## config.mk

```make
export PLATFORM = sky130hd
export DESIGN_NAME = dl_line_bank
export DESIGN_NICKNAME = d
export VERILOG_FILES = /design/src/rtl/dl_pkg.sv /design/src/rtl/dl_line_chan.sv /design/src/rtl/dl_line_bank.sv
export SDC_FILE = /design/constraint.sdc
export NUM_CORES = 1
export LEC_CHECK = 0
export ABC_AREA = 1
export ABC_CLOCK_PERIOD_IN_PS = 2500
export CORE_AREA = 2 2 188 190
export CTS_BUF_LIST = sky130_fd_sc_hd__clkbuf_8
export CTS_CLUSTER_SIZE = 30
export DETAILED_ROUTE_END_ITERATION = 8
export DIE_AREA = 0 0 190 192
export GPL_TIMING_DRIVEN = 0
export SKIP_CTS_REPAIR_TIMING = 1
export SLEW_MARGIN = 20
export SYNTH_ARGS = -nofsm -noshare
export SYNTH_HDL_FRONTEND = slang
export SYNTH_HIERARCHICAL = 1
export SYNTH_SLANG_ARGS = --single-unit
```

## constraint.sdc

```tcl
create_clock -name clk -period 2.5 [get_ports clk]
set_input_delay 0.25 -clock clk [delete_from_list [all_inputs] [get_ports clk]]
set_output_delay 0.25 -clock clk [all_outputs]
set_load 0.01 [all_outputs]
```

## src/rtl/dl_pkg.sv

```systemverilog
`default_nettype none
// +----------------------------------------------------------------------+
// | Package    : dl_pkg                                                  |
// | Description: Shared types and helpers for the delay-line bank:       |
// |              load FSM state encoding, line length, parity helper.    |
// | Revision   : 1.0                                                     |
// +----------------------------------------------------------------------+
package dl_pkg;

  typedef enum logic [1:0] {
    LD_IDLE  = 2'd0,
    LD_PEND  = 2'd1,
    LD_SHIFT = 2'd2
  } ld_state_t;

  // Total bits circulating in one line.
  function automatic int LINE_LEN(input int words, input int word_bits);
    return words * word_bits;
  endfunction

  // Bit that makes {bit, v} odd parity; 1 also means v itself has even parity.
  // Zero-extension of v leaves the result unchanged.
  function automatic logic odd_par(input logic [63:0] v);
    return ~^v;
  endfunction

endpackage
`default_nettype wire

```

## src/rtl/dl_line_chan.sv

```systemverilog
`default_nettype none
// +----------------------------------------------------------------------+
// | Module     : dl_line_chan                                            |
// | Description: One recirculating serial delay line with tail-bit mux,  |
// |              sample latch and word-capture shifter.                  |
// |              Optional parity check enabled by macro DL_PARITY_EN.    |
// | Revision   : 1.0                                                     |
// +----------------------------------------------------------------------+
module dl_line_chan
  import dl_pkg::*;
#(
  parameter int WORD_BITS = 28,
  parameter int WORDS     = 4
) (
  input  logic                 clk,
  input  logic                 rst_n,
  input  logic                 bit_en,
  input  logic                 recirc_en,
  input  logic                 serial_in,
  input  logic                 ins_en,
  input  logic                 ins_bit,
  input  logic                 sample_stb,
  input  logic                 sample_clr,
  input  logic                 cap_shift,
  input  logic                 cap_last,
  output logic                 serial_out,
  output logic                 sample_q,
  output logic [WORD_BITS-1:0] cap_data,
  output logic                 par_err
);

  localparam int c_line_len = LINE_LEN(WORDS, WORD_BITS);

  logic [c_line_len-1:0] r_line;
  logic [WORD_BITS-2:0]  r_cap_sh;
  logic [WORD_BITS-1:0]  w_cap_next;
  logic                  w_tail;

  // Head of the line is bit 0; the tail enters at the top.
  assign serial_out = r_line[0];

  // Capture shifter fills LSB first, so the newest bit joins at the top.
  assign w_cap_next = {serial_out, r_cap_sh};

  // Tail source: load insertion beats serial write beats recirculation.
  always_comb begin
    w_tail = r_line[0];
    if (ins_en) begin
      w_tail = ins_bit;
    end else if (!recirc_en) begin
      w_tail = serial_in;
    end
  end

  // Line advances one bit per strobe.
  always_ff @(posedge clk or negedge rst_n) begin
    if (!rst_n) begin
      r_line <= '0;
    end else if (bit_en) begin
      r_line <= {w_tail, r_line[c_line_len-1:1]};
    end
  end

  // Sample latch: capture takes priority over clear.
  always_ff @(posedge clk or negedge rst_n) begin
    if (!rst_n) begin
      sample_q <= 1'b0;
    end else if (sample_stb) begin
      sample_q <= serial_out;
    end else if (sample_clr) begin
      sample_q <= 1'b0;
    end
  end

  // Assemble the selected word and publish it on its last bit.
  always_ff @(posedge clk or negedge rst_n) begin
    if (!rst_n) begin
      r_cap_sh <= '0;
      cap_data <= '0;
    end else begin
      if (cap_shift) begin
        r_cap_sh <= w_cap_next[WORD_BITS-1:1];
      end
      if (cap_last) begin
        cap_data <= w_cap_next;
      end
    end
  end

`ifdef DL_PARITY_EN
  // Flag a captured word with even parity alongside the capture.
  always_ff @(posedge clk or negedge rst_n) begin
    if (!rst_n) begin
      par_err <= 1'b0;
    end else if (cap_last) begin
      par_err <= odd_par(64'(w_cap_next));
    end
  end
`else
  assign par_err = 1'b0;
`endif

endmodule
`default_nettype wire

```

## src/rtl/dl_line_bank.sv

```systemverilog
`default_nettype none
// +----------------------------------------------------------------------+
// | Module     : dl_line_bank                                            |
// | Description: Bank of NCH recirculating delay lines with shared       |
// |              bit/word timing, parallel word-load FSM and word        |
// |              capture. Macro DL_PARITY_EN forces odd parity into the  |
// |              loaded MSB and checks parity of captured words.         |
// | Revision   : 1.0                                                     |
// +----------------------------------------------------------------------+
module dl_line_bank
  import dl_pkg::*;
#(
  parameter int NCH       = 2,
  parameter int WORD_BITS = 28,
  parameter int WORDS     = 4
) (
  input  logic                         clk,
  input  logic                         rst_n,
  input  logic                         bit_en,
  input  logic [NCH-1:0]               recirc_en,
  input  logic [NCH-1:0]               serial_in,
  output logic [NCH-1:0]               serial_out,
  input  logic [NCH-1:0]               sample_stb,
  input  logic [NCH-1:0]               sample_clr,
  output logic [NCH-1:0]               sample_q,
  output logic [$clog2(WORD_BITS)-1:0] bit_idx,
  output logic [$clog2(WORDS)-1:0]     word_idx,
  output logic                         word_sync,
  input  logic                         ld_valid,
  output logic                         ld_ready,
  input  logic [$clog2(NCH)-1:0]       ld_ch,
  input  logic [$clog2(WORDS)-1:0]     ld_word,
  input  logic [WORD_BITS-1:0]         ld_data,
  input  logic [$clog2(WORDS)-1:0]     cap_word,
  output logic [NCH*WORD_BITS-1:0]     cap_data,
  output logic                         cap_valid,
  output logic [NCH-1:0]               par_err
);

  localparam int c_bit_w  = $clog2(WORD_BITS);
  localparam int c_word_w = $clog2(WORDS);
  localparam int c_ch_w   = $clog2(NCH);

  ld_state_t             r_state;
  logic [c_ch_w-1:0]     r_ld_ch;
  logic [c_word_w-1:0]   r_ld_word;
  logic [WORD_BITS-1:0]  r_ld_data;
  logic [c_word_w-1:0]   r_cap_word;
  logic                  r_cap_run;
  logic [WORD_BITS-1:0]  w_ld_data;
  logic                  w_last_bit;
  logic                  w_ins_active;
  logic                  w_ins_bit;
  logic                  w_cap_shift;
  logic                  w_cap_last;

  assign w_last_bit = (bit_idx == c_bit_w'(WORD_BITS - 1));
  assign word_sync  = (bit_idx == '0);

`ifdef DL_PARITY_EN
  assign w_ld_data = {odd_par(64'(ld_data[WORD_BITS-2:0])), ld_data[WORD_BITS-2:0]};
`else
  assign w_ld_data = ld_data;
`endif

  // Insertion begins on the strobe that presents bit 0 of the target slot.
  assign w_ins_active = bit_en &&
                        (((r_state == LD_PEND) && (bit_idx == '0) && (word_idx == r_ld_word)) ||
                         (r_state == LD_SHIFT));
  assign w_ins_bit    = r_ld_data[bit_idx];

  // A capture only continues a word it started at bit 0 under the same cap_word.
  assign w_cap_shift = bit_en && (word_idx == cap_word) &&
                       ((bit_idx == '0) || (r_cap_run && (cap_word == r_cap_word)));
  assign w_cap_last  = w_cap_shift && w_last_bit;

  // Bit/word position of the bit currently at the line heads.
  always_ff @(posedge clk or negedge rst_n) begin
    if (!rst_n) begin
      bit_idx  <= '0;
      word_idx <= '0;
    end else if (bit_en) begin
      if (w_last_bit) begin
        bit_idx  <= '0;
        word_idx <= (word_idx == c_word_w'(WORDS - 1)) ? '0 : word_idx + 1'b1;
      end else begin
        bit_idx <= bit_idx + 1'b1;
      end
    end
  end

  // Parallel load: latch request, wait for slot bit 0, insert one full word.
  always_ff @(posedge clk or negedge rst_n) begin
    if (!rst_n) begin
      r_state   <= LD_IDLE;
      ld_ready  <= 1'b1;
      r_ld_ch   <= '0;
      r_ld_word <= '0;
      r_ld_data <= '0;
    end else begin
      case (r_state)
        LD_IDLE: begin
          if (ld_valid) begin
            r_ld_ch   <= ld_ch;
            r_ld_word <= ld_word;
            r_ld_data <= w_ld_data;
            ld_ready  <= 1'b0;
            r_state   <= LD_PEND;
          end
        end
        LD_PEND: begin
          if (w_ins_active) begin
            r_state <= LD_SHIFT;
          end
        end
        LD_SHIFT: begin
          if (bit_en && w_last_bit) begin
            ld_ready <= 1'b1;
            r_state  <= LD_IDLE;
          end
        end
        default: begin
          ld_ready <= 1'b1;
          r_state  <= LD_IDLE;
        end
      endcase
    end
  end

  // Capture progress tracking and the one-cycle capture pulse.
  always_ff @(posedge clk or negedge rst_n) begin
    if (!rst_n) begin
      r_cap_word <= '0;
      r_cap_run  <= 1'b0;
      cap_valid  <= 1'b0;
    end else begin
      r_cap_word <= cap_word;
      cap_valid  <= w_cap_last;
      if (bit_en) begin
        r_cap_run <= w_cap_shift && !w_last_bit;
      end else if (cap_word != r_cap_word) begin
        r_cap_run <= 1'b0;
      end
    end
  end

  for (genvar g = 0; g < NCH; g++) begin : g_chan
    dl_line_chan #(
      .WORD_BITS (WORD_BITS),
      .WORDS     (WORDS)
    ) u_chan (
      .clk        (clk),
      .rst_n      (rst_n),
      .bit_en     (bit_en),
      .recirc_en  (recirc_en[g]),
      .serial_in  (serial_in[g]),
      .ins_en     (w_ins_active && (r_ld_ch == c_ch_w'(g))),
      .ins_bit    (w_ins_bit),
      .sample_stb (sample_stb[g]),
      .sample_clr (sample_clr[g]),
      .cap_shift  (w_cap_shift),
      .cap_last   (w_cap_last),
      .serial_out (serial_out[g]),
      .sample_q   (sample_q[g]),
      .cap_data   (cap_data[g*WORD_BITS +: WORD_BITS]),
      .par_err    (par_err[g])
    );
  end

endmodule
`default_nettype wire

```

==> impl_metrics.env, run 1 <==
export IMPL_crit_required_ps=2930
export IMPL_cpPeakStageDelay_ps=420
export IMPL_setup_viol=0
export IMPL_portBuffers=113
export IMPL_final_min_clock_period_ps=2260
export IMPL_finClkSkew_ps=11.7
export IMPL_clock_latency_ps=560
export IMPL_gp_congestion=0.802
export IMPL_design_area_mm2=0.0181
export IMPL_fin_hold_ws_ps=42.8
export IMPL_grt_max_degree=94
export IMPL_worst_slack_ps=243
export IMPL_avgViaCountPerCell=4.60
export IMPL_drt_iter0_drc=644
export IMPL_crit_cells=10
export IMPL_cts_tree="done"
export IMPL_dieArea_mm2=0.0365
export IMPL_crit_path_start_kind="flop"
export IMPL_crit_start="bit_idx[1]"
export IMPL_timing_critical_path_buf_inv=4
export IMPL_placed_area_mm2=0.0168
export IMPL_nNetsFinal=1917
export IMPL_synth_cells=1683
export IMPL_ys_warn_count=6
export IMPL_hold_path_class="input port to flop"
export IMPL_slew_viol_final=0
export IMPL_ir_drop_mv=0.393
export IMPL_final_antenna_net_count=0
export IMPL_end_kind="flop"
export IMPL_drt_total_wl_um=29100
export IMPL_drt_wirelength_per_cell_um=12.3
export IMPL_boundaryPins=117
export IMPL_path_clk_slew_ps=60
export IMPL_grt_overflow=0
export IMPL_rows=68
export IMPL_vias=10900
export IMPL_grt_usage_pct=16.7
export IMPL_min_from="bit_en"
export IMPL_slowest_stage="dfrtp_1"
export IMPL_status="completed"
export IMPL_rsz0062_at_grt="no"
export IMPL_total_leakage_power_nw=9.83
export IMPL_drv_cap=0
export IMPL_timing_rr_start="bit_idx[1]"
export IMPL_syn_avg_cell_area_um2=8.93
export IMPL_antenna_found_initial=1
export IMPL_yosysUniqueCellTypes=29
export IMPL_cts_inserted_buffers=66
export IMPL_drt_pass1_iter_count=5
export IMPL_die_y_um=192
export IMPL_fp_dieW_um=190
export IMPL_post_route_period_util_pct=90.3
export IMPL_final_util_pct=52.7
export IMPL_cp_cell_sequence="buf_4 > inv_4 > ha_1 > nand3_2 > nand2_1 > nand2_1 > nor2_2 > buf_2 > buf_2 > o21ai_0"
export IMPL_powerDensity_mw_per_mm2=831
export IMPL_drive_gt1_share_pct=9.85
export IMPL_critPathArrivalTime_ps=2690
export IMPL_clock_path_buffers=3
export IMPL_initial_core_util_pct=43.8
export IMPL_syn_to_final_growth_pct=20.3
export IMPL_synth_area_mm2=0.0150
export IMPL_fmax_mhz=443
export IMPL_dp_slack_ps=-61.1
export IMPL_fin_cells=2365
export IMPL_worstRegToRegCells=10
export IMPL_hold_viol=0
export IMPL_coreArea_mm2=0.0343
export IMPL_cp_max_fo=10
export IMPL_cts_root_buf="clkbuf_8"
export IMPL_post_place_cells=2255
export IMPL_holdPathStages=3
export IMPL_critPathKind="flop to flop"
export IMPL_grt_pass1_vias=10400
export IMPL_synth_nets=1731
export IMPL_htree_levels=3
export IMPL_dp_hpwl_um=19300
export IMPL_drc=0
export IMPL_cts_sinks=381
export IMPL_grt_pass1_wl_um=50400
export IMPL_ys_seq_area_share_pct=63.5
export IMPL_ys_ff_latch=381
export IMPL_critPathTopFamily="buffers and inverters"
[per-layer routing]
layer  GRT usage, %  share of wire, %  vias to the layer above
li1               -                 -                     5498
met4           5.19               1.6                        0
met5              0                 0                        -
met3           3.42               4.5                       48
met1           24.0                49                     5143
met2           25.5                45                      192
[cells by family after synthesis]
family | share of synthesized area [%]
other | 0.0500
AO/OA/AOI/OAI | 4.96
XOR/XNOR | 0.233
buffers and inverters | 6.76
AND/OR/NAND/NOR | 24.3
flip-flops | 63.5
adder cells (fa/ha/maj) | 0.250
[cells in the mapped netlist]
cell type / count / area [um^2]
clkbuf_1: 2 / 7.51
buf_4: 29 / 218
nor4_1: 1 / 6.26
nand3_1: 18 / 90.1
a21oi_1: 62 / 310
o21ai_0: 83 / 415
or2_4: 1 / 8.76
dfrtp_1: 380 / 9510
nand2_2: 1 / 6.26
or2_2: 2 / 12.5
inv_4: 2 / 12.5
nand4_1: 1 / 6.26
inv_1: 97 / 364
xor2_1: 2 / 17.5
nand2_1: 843 / 3160
conb_1: 2 / 7.51
o22ai_1: 2 / 12.5
buf_2: 33 / 165
ha_1: 3 / 37.5
nor2_8: 1 / 20.0
o31ai_1: 1 / 7.51
nor3_1: 1 / 5.00
clkbuf_2: 4 / 20.0
dfstp_2: 1 / 26.3
xnor2_1: 2 / 17.5
buf_6: 19 / 214
inv_2: 4 / 15.0
nor2_2: 1 / 6.26
nor2_1: 85 / 319
[flip-flops by register name (all words and copies together) (netlist names)]
name	count
g_chan.u_chan/r_line	224
r_cap_word	2
r_state	2
r_ld_ch	1
g_chan.u_chan/sample_q	2
g_chan.u_chan/cap_data	56
cap_valid	1
r_ld_word	2
r_ld_data	28
r_cap_run	1
g_chan.u_chan/r_cap_sh	54
bit_idx	5
ld_ready	1
word_idx	2
[power breakdown]
part / internal [mW] / total [mW] / switching [mW]
clock: 2.80 / 5.13 / 2.33
sequential: 7.08 / 7.58 / 0.496
combinational: 0.896 / 2.30 / 1.41
total: 10.8 / 15.0 / 4.24
[cell type report]
type | count | area [um^2]
flip-flops and latches | 381 | 9540
repair buffers | 118 | 1260
clock buffers | 78 | 1070
multi-input cells | 1112 | 4480
well taps | 455 | 569
diodes | 1 | 2.50
inverters | 103 | 394
fillers | 3189 | 16200
clock inverters | 30 | 125
plain buffers | 87 | 627
[worst reg2reg max path, stage by stage (launching register included)]
cell     delay [ps]
dfrtp_1         420
buf_4           200
inv_4           100
ha_1            170
nand3_2         120
nand2_1          90
nand2_1          70
nor2_2          280
buf_2           300
buf_2           260
o21ai_0         120
[final timing paths]
kind	slack [ps]	to
setup / recovery	240	g_chan[1].u_chan/cap_data[25]
hold / removal	40	bit_idx[1]
setup reg to reg	240	g_chan[1].u_chan/cap_data[25]
hold reg to reg	460	g_chan[1].u_chan/r_line[90]
max in group asynchronous	750	g_chan[1].u_chan/r_line[9]
min in group asynchronous	210	g_chan[0].u_chan/cap_data[5]
[per-stage QoR]
step | power [mW] | setup TNS, ps
detailed placement | 9.99 | -785
global route | 16.0 | 0
floorplan | 9.04 | 0
CTS | 15.2 | -1010
finish | 15.0 | 0
global placement | 9.94 | -5853860
[cell usage in the layout, fill, tap and decap left out, types with 2 or more instances in the layout]
cell	instances
a21oi_1	62
nand2_1	843
buf_2	32
o22ai_1	2
clkinvlp_4	3
inv_1	123
xor2_1	2
buf_4	30
o21ai_0	83
nor2_1	84
conb_1	2
clkdlybuf4s50_1	111
or2_2	2
clkbuf_1	2
inv_2	3
clkbuf_2	4
xnor2_1	2
clkbuf_8	78
buf_16	4
nand3_1	17
buf_6	19
inv_4	3
nor2_2	2
ha_1	3
dfrtp_1	379
(Power assumes the default switching activity.)
==> run 2: changes to the inputs <==
--- a/config.mk
+++ b/config.mk
@@ -6,7 +6,7 @@
 export NUM_CORES = 1
 export LEC_CHECK = 0
 export ABC_AREA = 1
-export ABC_CLOCK_PERIOD_IN_PS = 2500
+export ABC_CLOCK_PERIOD_IN_PS = 1900
 export CORE_AREA = 2 2 188 190
 export CTS_BUF_LIST = sky130_fd_sc_hd__clkbuf_8
 export CTS_CLUSTER_SIZE = 30
==> constraint.sdc (replaced) <==
create_clock -name clk -period 1.9 [get_ports clk]
set_input_delay 0.19 -clock clk [delete_from_list [all_inputs] [get_ports clk]]
set_output_delay 0.19 -clock clk [all_outputs]
set_load 0.01 [all_outputs]
==> impl_metrics.env, run 2 (synthesis results as in run 1) <==
export IMPL_clock_path_buffers=3
export IMPL_cts_tree="done"
export IMPL_path_clk_slew_ps=60
export IMPL_finClkSkew_ps=11.5
export IMPL_top_regs="g_chan.u_chan/r_line: 224 flops, g_chan.u_chan/cap_data: 56 flops, g_chan.u_chan/r_cap_sh: 54 flops"
export IMPL_fp_dieW_um=190
export IMPL_worst_pin_slew_ps=501
export IMPL_cpPeakStageDelay_ps=420
export IMPL_vias=11000
export IMPL_cp_max_fo=10
export IMPL_final_min_clock_period_ps=1920
export IMPL_hold_viol=0
export IMPL_grt_usage_pct=16.7
export IMPL_cts_inserted_buffers=66
export IMPL_status="finished, violations left"
export IMPL_r2r_end="g_chan[1].u_chan/cap_data[12]"
export IMPL_slew_headroom_pct=66.6
export IMPL_crit_start="bit_idx[1]"
export IMPL_top_register="g_chan.u_chan/r_line"
export IMPL_syn_to_final_growth_pct=23.7
export IMPL_post_place_cells=2255
export IMPL_holdPathStages=3
export IMPL_slowest_stage="dfrtp_1"
export IMPL_dieArea_mm2=0.0365
export IMPL_seq_area_mm2=0.00954
export IMPL_grt_pass1_vias=10400
export IMPL_coreArea_mm2=0.0343
export IMPL_gp_congestion=0.802
export IMPL_hold_path_class="input port to flop"
export IMPL_final_util_pct=54.2
export IMPL_final_antenna_net_count=0
export IMPL_end_kind="flop"
export IMPL_drt_pass1_iter_count=5
export IMPL_fin_tns_setup_ps=-150
export IMPL_grt_max_degree=94
export IMPL_r2r_slack_ps=-20
export IMPL_cts_sinks=381
export IMPL_worst_slack_ps=-17.6
export IMPL_critPathKind="flop to flop"
export IMPL_drc=0
export IMPL_timing_rr_start="bit_idx[1]"
export IMPL_fmax_mhz=521
export IMPL_critPathArrivalTime_ps=2350
export IMPL_worstRegToRegCells=10
export IMPL_drt_iter0_drc=656
export IMPL_post_route_period_util_pct=101
export IMPL_clock_latency_ps=560
export IMPL_crit_required_ps=2340
export IMPL_cts_root_buf="clkbuf_8"
export IMPL_final_common_cell="nand2_1"
export IMPL_die_y_um=192
export IMPL_violations="setup timing"
export IMPL_rsz0062_at_grt="yes"
export IMPL_boundaryPins=117
export IMPL_crit_path_frequent_cell="buf_6"
export IMPL_nNetsFinal=1933
export IMPL_drt_wirelength_per_cell_um=12.4
export IMPL_final_cell_mix="nand2_1 (839), dfrtp_1 (376), inv_1 (120), clkdlybuf4s50_1 (111), o21ai_0 (82)"
export IMPL_rows=68
export IMPL_htree_levels=3
export IMPL_drt_total_wl_um=29600
export IMPL_ir_drop_mv=0.519
export IMPL_crit_path_start_kind="flop"
export IMPL_multi_input_area_mm2=0.00465
export IMPL_endpoint="g_chan[1].u_chan/cap_data[12]"
export IMPL_grt_overflow=0
export IMPL_slew_viol_final=0
export IMPL_grt_pass1_wl_um=50400
export IMPL_powerDensity_mw_per_mm2=1070
export IMPL_fin_hold_ws_ps=84.8
export IMPL_antenna_found_initial=1
export IMPL_fin_cells=2381
export IMPL_total_leakage_power_nw=9.98
export IMPL_fill_cells=3132
export IMPL_drv_cap=0
export IMPL_avgViaCountPerCell=4.61
export IMPL_drive_gt1_share_pct=12.9
export IMPL_portBuffers=113
export IMPL_dp_hpwl_um=19300
export IMPL_cp_cell_sequence="buf_6 > inv_6 > ha_4 > nand3_4 > nand2_2 > nand2_4 > nor2_4 > buf_8 > buf_6 > a21oi_1"
export IMPL_largest_reg_flops=224
export IMPL_initial_core_util_pct=43.8
export IMPL_setup_viol=19
==> run 2: cell types whose count changed in the layout (fill, tap and decap cells not counted), sizes merged <==
cell          change
clkbuf            +5
dlymetal6s2s      -1
buf              +11
dlygate4sd3       +1
==> run 2: critical path: cells and delay by family (launching register included) <==
family | cells | cell delay, ps
AOI/OAI and AO/OA | 1 | 70
adders and majority gates | 1 | 150
buffers and inverters | 4 | 610
DFF | 1 | 420
and+or+nand+nor | 4 | 520
==> run 2: worst min-delay path by stage <==
stage | startpoint | endpoint
after global placement | g_chan[0].u_chan/r_line[78] | g_chan[0].u_chan/r_line[78]
final | bit_en | g_chan[0].u_chan/r_line[0]
after detailed placement | rst_n | g_chan[0].u_chan/cap_data[4]
after global routing | bit_en | g_chan[1].u_chan/r_line[28]
after CTS | rst_n | g_chan[0].u_chan/cap_data[3]
after floorplan | rst_n | bit_idx[0]
==> run 2: area by class of cell <==
class	count	share of cell area, %
diodes	1	0.0135
plain buffers	87	4.05
clock buffers	78	5.78
clock inverters	30	0.673
inverters	103	2.15
multi-input cells	1112	25.0
flip-flops and latches	381	51.3
well taps	455	3.06
repair buffers	134	7.94
==> run 2: power by group <==
part	total, mW	switching, mW	internal [mW]
clock network	6.76	3.08	3.68
registers	9.98	0.658	9.33
logic	3.20	1.94	1.26
==> run 2: routing by layer <==
metal / wire (um) / part of all wire (%) / global-route usage [%] / vias to the layer above
met5: 0 / 0 / 0 / -
met4: 551 / 1.9 / 5.19 / 0
met3: 1270 / 4.3 / 3.42 / 55
met2: 13400 / 45 / 25.5 / 192
met1: 14400 / 48 / 24.0 / 5201
li1: - / - / - / 5538
==> run 2: stage by stage <==
step | instance area [um^2] | worst slack [ps] | power, mW
3_3_place_gp | 16700 | -15950 | 13.1
6_report | 18600 | -17.6 | 19.9
3_5_place_dp | 16800 | -661 | 13.1
2_1_floorplan | 15000 | 50.3 | 11.9
5_1_grt | 18600 | -95.2 | 21.3
4_1_cts | 18000 | -673 | 20.1
==> run 3: changes to the inputs <==
--- a/config.mk
+++ b/config.mk
@@ -13,6 +13,7 @@
 export DETAILED_ROUTE_END_ITERATION = 8
 export DIE_AREA = 0 0 190 192
 export GPL_TIMING_DRIVEN = 0
+export PLACE_DENSITY = 0.74
 export SKIP_CTS_REPAIR_TIMING = 1
 export SLEW_MARGIN = 20
 export SYNTH_ARGS = -nofsm -noshare
==> constraint.sdc (replaced) <==
create_clock -name clk -period 1.9 [get_ports clk]
set_input_delay 0.285 -clock clk [delete_from_list [all_inputs] [get_ports clk]]
set_output_delay 0.285 -clock clk [all_outputs]
set_load 0.01 [all_outputs]
==> impl_metrics.env, run 3 (synthesis results as in run 1) <==
export IMPL_grt_max_degree=93
export IMPL_die_y_um=192
export IMPL_avgViaCountPerCell=4.69
export IMPL_initial_core_util_pct=43.8
export IMPL_cp_max_fo=6
export IMPL_fmax_mhz=520
export IMPL_drt_wirelength_per_cell_um=12.2
export IMPL_status="finished, violations left"
export IMPL_boundaryPins=117
export IMPL_final_cell_mix="nand2_1 (841), dfrtp_1 (373), inv_1 (112), clkdlybuf4s50_1 (104)"
export IMPL_coreArea_mm2=0.0343
export IMPL_final_min_clock_period_ps=1920
export IMPL_drc=0
export IMPL_rows=68
export IMPL_final_antenna_net_count=0
export IMPL_multi_input_area_mm2=0.00452
export IMPL_vias=11100
export IMPL_finClkSkew_ps=12.8
export IMPL_hold_path_class="input port to flop"
export IMPL_seq_area_mm2=0.00954
export IMPL_largest_reg_flops=224
export IMPL_end_kind="output pin"
export IMPL_final_common_cell="nand2_1"
export IMPL_top_register="g_chan.u_chan/r_line"
export IMPL_drt_iter0_drc=782
export IMPL_grt_pass1_wl_um=50200
export IMPL_antenna_found_initial=1
export IMPL_worst_slack_ps=-24.3
export IMPL_drt_total_wl_um=29000
export IMPL_fin_hold_ws_ps=35.2
export IMPL_clock_path_buffers=3
export IMPL_crit_start="bit_idx[0]"
export IMPL_top_regs="g_chan.u_chan/r_line: 224 flops, g_chan.u_chan/cap_data: 56 flops, g_chan.u_chan/r_cap_sh: 54 flops"
export IMPL_ir_drop_mv=0.464
export IMPL_fill_cells=2945
export IMPL_violations="setup timing"
export IMPL_syn_to_final_growth_pct=22.4
export IMPL_cts_inserted_buffers=58
export IMPL_drive_gt1_share_pct=11.8
export IMPL_nNetsFinal=1929
export IMPL_cts_sinks=381
export IMPL_cts_tree="done"
export IMPL_drt_pass1_iter_count=5
export IMPL_min_from="bit_en"
export IMPL_final_util_pct=53.6
export IMPL_portBuffers=113
export IMPL_drv_cap=0
export IMPL_fin_tns_setup_ps=-83.4
export IMPL_slew_viol_final=0
export IMPL_total_leakage_power_nw=9.97
export IMPL_dieArea_mm2=0.0365
export IMPL_r2r_slack_ps=-20
export IMPL_setup_viol=8
export IMPL_grt_usage_pct=16.4
export IMPL_power_mw=20.0
export IMPL_grt_overflow=0
export IMPL_dp_hpwl_um=19100
export IMPL_critPathKind="flop to output pin"
export IMPL_post_route_period_util_pct=101
export IMPL_critPathArrivalTime_ps=1640
export IMPL_rsz0062_at_grt="yes"
export IMPL_timing_rr_start="bit_idx[2]"
export IMPL_fp_dieW_um=190
export IMPL_crit_required_ps=1620
export IMPL_crit_path_start_kind="flop"
export IMPL_cts_root_buf="clkbuf_8"
export IMPL_gp_congestion=0.874
export IMPL_htree_levels=2
export IMPL_clock_latency_ps=590
export IMPL_powerDensity_mw_per_mm2=1090
export IMPL_hold_viol=0
export IMPL_grt_pass1_vias=10800
export IMPL_path_clk_slew_ps=70
-- run 3: area by class of cell --
cell class / instances / share of cell area [%]
flip-flops and latches: 381 / 51.9
multi-input cells: 1112 / 24.6
repair buffers: 138 / 7.75
clock buffers: 77 / 5.77
plain buffers: 87 / 3.99
well taps: 455 / 3.10
inverters: 103 / 2.17
clock inverters: 24 / 0.722
diodes: 1 / 0.0136
-- run 3: per-layer routing --
| metal | vias to the layer above | share of wire (%) | wire, um | GRT usage [%] |
|---|---|---|---|---|
| met5 | - | 0 | 0 | 0 |
| met4 | 0 | 2.3 | 680 | 5.64 |
| met3 | 53 | 4.7 | 1360 | 2.83 |
| met2 | 234 | 47 | 13600 | 27.0 |
| met1 | 5334 | 46 | 13300 | 22.2 |
| li1 | 5523 | - | - | - |
-- run 3: critical path, cell delays in order, from the launching register on --
cell and delay (ps):
dfrtp_2 430, inv_2 70, buf_6 120, ha_4 140
nand3_4 90, inv_2 90, buf_6 100
-- run 3: worst paths after layout --
check	end	cells after the start
hold / removal	bit_idx[0]	2
setup reg to reg	g_chan[1].u_chan/cap_data[22]	9
hold reg to reg	g_chan[1].u_chan/r_line[106]	2
setup / recovery	word_sync	6
max in group asynchronous	g_chan[1].u_chan/r_cap_sh[0]	4
min in group asynchronous	g_chan[0].u_chan/r_line[16]	2
-- run 3: power by group --
group | total (mW) | leakage, nW | internal, mW | switching (mW)
clock | 6.75 | 0.680 | 3.73 | 3.02
sequential | 10.0 | 5.02 | 9.33 | 0.678
combinational | 3.22 | 4.27 | 1.28 | 1.95
total | 20.0 | 9.97 | 14.3 | 5.64
-- run 3: per-stage QoR --
stage,std cells,cell area [um^2],worst slack [ps]
after global placement,2251,16700,-15510
final,2378,18400,-24.3
after global routing,2378,18400,-120
after floorplan,1683,15000,50.3
after detailed placement,2255,16800,-569
after CTS,2356,18000,-759
